[src/rtl/multi_cycle_ctrl.sv]
// -----------------------------------------------------------------------------
// multi_cycle_ctrl
//
// Main control FSM for the multi-cycle MIPS-subset CPU. Steps the shared ALU,
// unified memory and register file through FETCH / DECODE / EXECUTE / MEMORY /
// WRITEBACK, waiting in any memory step until mem_ready. Also keeps a count of
// retired instructions and a sticky flag for undecodable opcodes.
//
// Ports:
//   clk            in   rising-edge clock
//   rst            in   asynchronous reset, active-high
//   opcode[5:0]    in   IR[31:26]; only looked at in DECODE and MEM_ADDR
//   mem_ready      in   memory finishes the current read/write this cycle
//   pc_write       out  unconditional PC load
//   pc_write_cond  out  PC load if ALU zero
//   iord           out  memory address select: 0 = PC, 1 = ALUOut
//   mem_read       out  memory read strobe
//   mem_write      out  memory write strobe
//   ir_write       out  IR load
//   mem_to_reg     out  register write data: 1 = MDR, 0 = ALUOut
//   reg_dst        out  destination register: 1 = rd, 0 = rt
//   reg_write      out  register file write enable
//   alu_src_a      out  ALU A: 0 = PC, 1 = A
//   alu_src_b[1:0] out  ALU B: 00 = B, 01 = 4, 10 = simm, 11 = simm << 2
//   aluop[1:0]     out  00 = add, 01 = sub, 10 = funct-decoded
//   pc_source[1:0] out  00 = ALU result, 01 = ALUOut, 10 = jump target
//   state[3:0]     out  current state (debug)
//   instr_count    out  retired-instruction counter, wraps
//   illegal        out  sticky unknown-opcode flag, cleared only by rst
// -----------------------------------------------------------------------------
module multi_cycle_ctrl #(
   parameter logic [5:0]  OP_RTYPE = 6'b000000,
   parameter logic [5:0]  OP_LW    = 6'b100011,
   parameter logic [5:0]  OP_SW    = 6'b101011,
   parameter logic [5:0]  OP_BEQ   = 6'b000100,
   parameter logic [5:0]  OP_J     = 6'b000010,
   parameter logic [5:0]  OP_ADDI  = 6'b001000,
   parameter int unsigned CNT_W    = 32
) (
   input  logic             clk,
   input  logic             rst,
   input  logic [5:0]       opcode,
   input  logic             mem_ready,
   output logic             pc_write,
   output logic             pc_write_cond,
   output logic             iord,
   output logic             mem_read,
   output logic             mem_write,
   output logic             ir_write,
   output logic             mem_to_reg,
   output logic             reg_dst,
   output logic             reg_write,
   output logic             alu_src_a,
   output logic [1:0]       alu_src_b,
   output logic [1:0]       aluop,
   output logic [1:0]       pc_source,
   output logic [3:0]       state,
   output logic [CNT_W-1:0] instr_count,
   output logic             illegal
);

   typedef enum logic [3:0] {
      FETCH     = 4'd0,
      DECODE    = 4'd1,
      MEM_ADDR  = 4'd2,
      MEM_READ  = 4'd3,
      MEM_WB    = 4'd4,
      MEM_WRITE = 4'd5,
      EXECUTE   = 4'd6,
      ALU_WB    = 4'd7,
      BRANCH    = 4'd8,
      JUMP      = 4'd9,
      ADDI_EXEC = 4'd10,
      ADDI_WB   = 4'd11
   } state_t;

   state_t           state_q, state_d;
   logic [CNT_W-1:0] cnt_q;
   logic             ill_q, ill_d;
   logic             retire;

   // ------------------------------------------------------------------------
   // State, counter and sticky flag registers
   // ------------------------------------------------------------------------
   always_ff @(posedge clk or posedge rst) begin
      if (rst) begin
         state_q <= FETCH;
         cnt_q   <= '0;
         ill_q   <= 1'b0;
      end else begin
         state_q <= state_d;
         ill_q   <= ill_d;
         if (retire) begin
            cnt_q <= cnt_q + CNT_W'(1);
         end
      end
   end

   // ------------------------------------------------------------------------
   // Next-state logic. retire marks the last cycle of a completed instruction,
   // i.e. the transition back into FETCH that finishes real work.
   // ------------------------------------------------------------------------
   always_comb begin
      state_d = state_q;
      ill_d   = ill_q;
      retire  = 1'b0;
      case (state_q)
         FETCH: begin
            if (mem_ready) begin
               state_d = DECODE;
            end
         end
         DECODE: begin
            case (opcode)
               OP_LW, OP_SW: state_d = MEM_ADDR;
               OP_RTYPE:     state_d = EXECUTE;
               OP_BEQ:       state_d = BRANCH;
               OP_J:         state_d = JUMP;
               OP_ADDI:      state_d = ADDI_EXEC;
               default: begin
                  // Unknown opcode: skip the instruction without counting it.
                  ill_d   = 1'b1;
                  state_d = FETCH;
               end
            endcase
         end
         MEM_ADDR: begin
            state_d = (opcode == OP_LW) ? MEM_READ : MEM_WRITE;
         end
         MEM_READ: begin
            if (mem_ready) begin
               state_d = MEM_WB;
            end
         end
         MEM_WB: begin
            state_d = FETCH;
            retire  = 1'b1;
         end
         MEM_WRITE: begin
            if (mem_ready) begin
               state_d = FETCH;
               retire  = 1'b1;
            end
         end
         EXECUTE: begin
            state_d = ALU_WB;
         end
         ALU_WB: begin
            state_d = FETCH;
            retire  = 1'b1;
         end
         BRANCH: begin
            state_d = FETCH;
            retire  = 1'b1;
         end
         JUMP: begin
            state_d = FETCH;
            retire  = 1'b1;
         end
         ADDI_EXEC: begin
            state_d = ADDI_WB;
         end
         ADDI_WB: begin
            state_d = FETCH;
            retire  = 1'b1;
         end
         default: begin
            // Encodings 12..15 are unreachable; recover quietly.
            state_d = FETCH;
         end
      endcase
   end

   // ------------------------------------------------------------------------
   // Output decode. Everything is forced low while rst is held so that an
   // aborted instruction cannot leave a partial write behind, even though the
   // state register already reads FETCH.
   // ------------------------------------------------------------------------
   always_comb begin
      pc_write      = 1'b0;
      pc_write_cond = 1'b0;
      iord          = 1'b0;
      mem_read      = 1'b0;
      mem_write     = 1'b0;
      ir_write      = 1'b0;
      mem_to_reg    = 1'b0;
      reg_dst       = 1'b0;
      reg_write     = 1'b0;
      alu_src_a     = 1'b0;
      alu_src_b     = 2'b00;
      aluop         = 2'b00;
      pc_source     = 2'b00;
      if (!rst) begin
         case (state_q)
            FETCH: begin
               mem_read  = 1'b1;
               alu_src_b = 2'b01;
               // IR and PC+4 are captured only on the cycle memory delivers.
               ir_write  = mem_ready;
               pc_write  = mem_ready;
            end
            DECODE: begin
               alu_src_b = 2'b11;
            end
            MEM_ADDR: begin
               alu_src_a = 1'b1;
               alu_src_b = 2'b10;
            end
            MEM_READ: begin
               mem_read = 1'b1;
               iord     = 1'b1;
            end
            MEM_WB: begin
               reg_write  = 1'b1;
               mem_to_reg = 1'b1;
            end
            MEM_WRITE: begin
               mem_write = 1'b1;
               iord      = 1'b1;
            end
            EXECUTE: begin
               alu_src_a = 1'b1;
               aluop     = 2'b10;
            end
            ALU_WB: begin
               reg_write = 1'b1;
               reg_dst   = 1'b1;
            end
            BRANCH: begin
               alu_src_a     = 1'b1;
               aluop         = 2'b01;
               pc_write_cond = 1'b1;
               pc_source     = 2'b01;
            end
            JUMP: begin
               pc_write  = 1'b1;
               pc_source = 2'b10;
            end
            ADDI_EXEC: begin
               alu_src_a = 1'b1;
               alu_src_b = 2'b10;
            end
            ADDI_WB: begin
               reg_write = 1'b1;
            end
            default: begin
            end
         endcase
      end
   end

   assign state       = state_q;
   assign instr_count = cnt_q;
   assign illegal     = ill_q;

endmodule
[config.mk]
export PLATFORM = sky130hd
export DESIGN_NAME = multi_cycle_ctrl
export DESIGN_NICKNAME = d
export VERILOG_FILES = /design/src/rtl/multi_cycle_ctrl.sv
export SDC_FILE = /design/constraint.sdc
export NUM_CORES = 1
export LEC_CHECK = 0
export ABC_AREA = 1
export BUFFER_PORTS_ARGS = -buffer_cell sky130_fd_sc_hd__buf_2
export CAP_MARGIN = 20
export CELL_PAD_IN_SITES_DETAIL_PLACEMENT = 1
export CELL_PAD_IN_SITES_GLOBAL_PLACEMENT = 1
export CORE_ASPECT_RATIO = 0.7
export CORE_MARGIN = 3
export CORE_UTILIZATION = 37
export CTS_BUF_LIST = sky130_fd_sc_hd__clkbuf_16
export CTS_CLUSTER_SIZE = 25
export DETAILED_ROUTE_END_ITERATION = 8
export PLACE_DENSITY = 0.9
export SYNTH_ARGS = -nofsm -noshare
export SYNTH_HDL_FRONTEND = slang
export SYNTH_SLANG_ARGS = --single-unit
[constraint.sdc]
create_clock -name clk -period 2.3 [get_ports clk]
set_input_delay 0.46 -clock clk [delete_from_list [all_inputs] [get_ports clk]]
set_output_delay 0.46 -clock clk [all_outputs]
set_load 0.01 [all_outputs]
# After elaboration in Yosys (flattened, before gate mapping)
# Cells that the tools add are included.
# totals
regBits	37
in_bits	9
out_inout_bits	53
elab_cells	70
# classes
addsub	1
eq_ne	19
mux	34
n_bitwise	1
n_reduce_logical	12
# op_table
cell	n
adder 32 x 1 -> 32 bit, second input constant	1
case mux 4 bit (7 select lines)	1
two-way mux 1 bit	20
case mux 4 bit (5 select lines)	1
equality test 4 x 3 -> 1 bit, second input constant	4
equality test 4 bit, second input constant	4
equality test 6 bit, second input constant	2
two-way mux 4 bit	3
equality test 4 x 2 -> 1 bit, second input constant	2
case mux 2 bit (2 select lines)	2
OR reduction 2 bit	4
equality test 6 x 2 -> 1 bit, second input constant	1
equality test 6 x 3 -> 1 bit, second input constant	1
equality test 6 x 4 -> 1 bit, second input constant	1
logical NOT 6 bit	1
two-way mux 2 bit	3
inequality test 2 bit, second input constant	3
case mux 2 bit (3 select lines)	1
OR reduction 6 bit	1
OR reduction 5 bit	1
equality test 4 x 1 -> 1 bit, second input constant	1
logical NOT 4 bit	1
case mux 1 bit (2 select lines)	2
OR reduction 4 bit	1
5 further kinds	5

# Logic depth before layout (Yosys ltp)
# depth
depth_word	4
depth_mapped	10
mapped_depth_nobuf	10

# Worst setup path after synthesis
# No wires, ideal clock.
# synth_path
path_type	input to output
from	in rst
to	out reg_write
t_arrival_ps	1478
t_required_ps	1840
slack_ps	362
path_stages	3
n_path_buf	0
cell_sequence	inv_1 > nand2_1 > inv_1
# synth_via
elab_chain_len	1
# synth_lines
item	line	text
from (decl)	41	input logic rst,
two-way mux 1 bit	193	if (!rst) begin
to (decl)	52	output logic reg_write,
# Every way passes these cells.

# Worst setup path in the final report
# layout_path
from	reg state_q[2] (netlist: state[2])
to	out alu_src_b[1]
# layout_via
elab_chain_len	4
word_cells_on_any_way	7
cone_classes	eq/ne (3); mux (2); reduce/logical (2)
# layout_lines
item	line	text
from (decl)	77	state_t state_q, state_d;
from (signal assigned)	91	state_q <= state_d;
equality test 4 bit or equality test 4 x 2 -> 1 bit (tied branches)	194	case (state_q)
OR reduction 2 bit (no source line)	n/a	
case mux 2 bit (3 select lines) (*)	194	
two-way mux 2 bit (*)	193	
to (decl)	54	output logic [1:0] alu_src_b,
# Every way passes the cells marked *; elsewhere a longest branch is shown, timed or not.

==> impl_summary.md <==
Clock network
The clock passes through at most 2 buffers. The number of buffers added by the clock tree synthesis step is 5. In this run the clock root is driven by a clkbuf_16.

In this run the number of H-tree levels came out at 2. The clock transition time at the flip-flop clock pins of the worst setup and hold paths is 60 ps. The number of buffers inserted by post-CTS setup repair is 0. After clock tree synthesis, the flow added hold-fix buffers numbering 0.

The clock latency at the later pin of the worst-skew pair is 280 ps. TritonCTS built the clock tree. For this design, the sink count on the clock tree is 37. Post-CTS repair changed the size of 0 cells.

Logic synthesis
The number of synthesized register bits is 37. The flip-flop cell with the highest count after synthesis is dfrtp_1. The sequential element share of the synthesized area is 36.58%. The synthesized instance count is 406. Synthesis produced a netlist with a net count of 416. The async set-reset flop share out of synthesis is 100.0%. Counting flops with a built-in enable in the synthesized netlist gives 0.

The commonest cells after synthesis are nand2_1, nor2_1, inv_1, dfrtp_1, nand3_1. The mean instance size in the synthesized netlist is 6.234 um2. The largest total area in the synthesized netlist belongs to dfrtp_1. The number of different library cells in the post-synthesis netlist is 27. The top cell type by area accounts for 36.58% of the synthesized area.

By instance count, the leading cell after synthesis is nand2_1. Summing every instance area after synthesis gives 0.002531 mm2. After synthesis, the cell types taking the most area are dfrtp_1, nand2_1, nor2_1. The number of synthesis warnings is 0.

Timing
The maximum operating frequency is 463.3 MHz. The count of pins over their slew limit is 0. For the pin with the worst max-slew slack, the measured transition is 499.9 ps. Summed over all failing endpoints, the final setup total negative slack is 0 ps.

The setup skew after layout is 6.332 ps. Setup violations remaining at the end of the flow were counted as 0. The portion of the clock cycle consumed by the worst path in the final layout is 93.85%.

The final period demand of the worst path is 2159 ps. The number of endpoints with negative hold slack in the final report is 0. Across all setup checks in the final design, the least slack found is 141.5 ps. The relative slew slack is 66.67%. Setup repair after global routing left no endpoint under its margin.

Place
The worst setup slack before clock tree synthesis is 424.0 ps. The count of input and output buffers is 61. The placed cell count is 553. The congestion estimate from routability-driven global placement came to 0.9092. Detailed placement ended at an HPWL of 6773 um.

Drt
Once detail routing completed, the nets flagged for antenna violations numbered 0. The first detailed-routing pass took 4 iterations. After detailed routing, the average wire length per cell comes to 15.43 um. The total via count in the routed design is 2854. In the routed design, unresolved DRC markers number 0. The final wirelength is 8655 um. The via-per-instance ratio is 5.087.

The detailed router finished its first iteration with 152 violations.

Die
The effective utilization at floorplan is 39.39%. After floorplanning, the core was divided into 24 placement rows. The die is 104.9 um wide.

The floorplan step set the die height to 75.20 um. In this run the standard cell core region covers 0.006426 mm2. The floorplan step defined a die boundary enclosing 0.007885 mm2. During I/O placement, the number of pins put on the boundary was 62.

Worst setup path
At the worst endpoint, the required time is 1840 ps. The largest fanout on the critical path is 5. STA classifies the critical path startpoint as a register. The critical path is of the reg2out type. STA puts the critical path data arrival time at 1700 ps. Measured in cells, the most critical reg-to-reg path has a length of 10. The worst setup path is captured at an output pin.

Layout
The number of cells in the finished layout apart from fillers is 561. 0 antenna diodes ended up in the layout. The share of final-layout standard cells stronger than drive strength 1 is 16.17%.

The final net count is 479. The number of filler cells placed in the layout is 912. Relative to the synthesized area, the layout overhead comes to 20.96%.

Global route
The global-route wire length before repair is 14210 um. Entering global routing, the biggest net connects 38 pins. The global-route usage over all layers is 22.92%.

The total congestion overflow after global routing is 0. The via count of the first global-routing pass is 2824. The initial antenna violation count came to 0.

Power
The worst-case IR drop observed on VDD is 0.2903 mV. The power density over cell area is 630.6 mW/mm2. In this run the static leakage power is 1.568 nW.

Outcome
The flow ran to the end, and the final reports show no timing, DRC or antenna violations.

Worst hold path
The type of the tightest min-delay check is in2async.

Run
The tool flagged a number of max-cap violations equal to 0.
[per-layer routing]
layer  up-vias  global-route usage, %  wire (um)
met4         0                  4.949         57
met5         -                      0          0
li1       1377                      -          -
met3         7                  3.513        393
met2        59                  38.52       3988
met1      1411                  31.84       4216
[cell usage in the layout, fill, tap and decap left out, drive strengths merged, types with 4 or more instances in the layout]
cell type  netlist  routed
a21oi            6       6
buf              6      63
clkbuf           1       5
dfrtp           37      37
inv             43      43
nand2          175     175
nand3           26      26
nand4            4       4
nor2            72      72
nor3             4       4
o21ai            7       7
xnor2            8       8
xor2             8       8
[per-stage QoR]
| step | hold WS [ps] | power, mW | utilization (%) | instance area, um2 |
|---|---|---|---|---|
| floorplan | 513.4 | 1.081 | - | 2531 |
| global placement | 475.8 | 1.237 | 45.50 | 2924 |
| detailed placement | 462.2 | 1.276 | 45.50 | 2924 |
| CTS | 468.5 | 1.937 | 47.64 | 3062 |
| global route | 479.9 | 2.023 | 47.64 | 3062 |
| finish | 455.9 | 1.931 | 47.64 | 3062 |
[cells by family (layout without fill, tap and decap cells)]
family,Yosys count,after routing,share of synthesized area (%)
xor+xnor,16,16,5.537
fa+ha+maj,1,1,0.4942
flops,37,37,36.58
simple gates,284,284,44.83
compound gates,18,18,4.053
buf+inv,50,114,8.502
[state kept, by name (all words and copies together), names as in the netlist]
name,cells
instr_count,32
state,4
illegal,1
[path summary, 6_finish.rpt]
| path | slack (ps) | startpoint | endpoint |
|---|---|---|---|
| max | 140 | state[2] | alu_src_b[1] |
| min | 460 | rst | instr_count[25] |
| max reg2reg | 390 | instr_count[0] | instr_count[26] |
| min reg2reg | 470 | illegal | illegal |
| max in group asynchronous | 1500 | rst | instr_count[19] |
| min in group clk | 470 | illegal | illegal |
[layout make-up]
class | instances | area, um2 | share of cell area [%]
Clock buffer | 5 | 125.1 | 4.087
Clock inverter | 3 | 12.51 | 0.4087
Inverter | 43 | 161.4 | 5.272
Multi-Input combinational cell | 319 | 1390 | 45.40
Sequential cell | 37 | 925.9 | 30.24
Tap cell | 91 | 113.9 | 3.719
Timing Repair Buffer | 63 | 332.8 | 10.87
[where the power goes]
group / internal, mW / total (mW) / switching (mW)
Clock: 0.392 / 0.665 / 0.272
Combinational: 0.154 / 0.485 / 0.331
Sequential: 0.701 / 0.781 / 0.0798
Total: 1.25 / 1.93 / 0.683
[worst max-delay path, cell delays in order, from the launching register on]
cell and delay, ps:
dfrtp_1 420, nor2_1 280, inv_1 140, nor2_1 180, inv_1 120, a21oi_1 130, buf_2 140
Note: power is estimated with default switching activity, not from simulation.
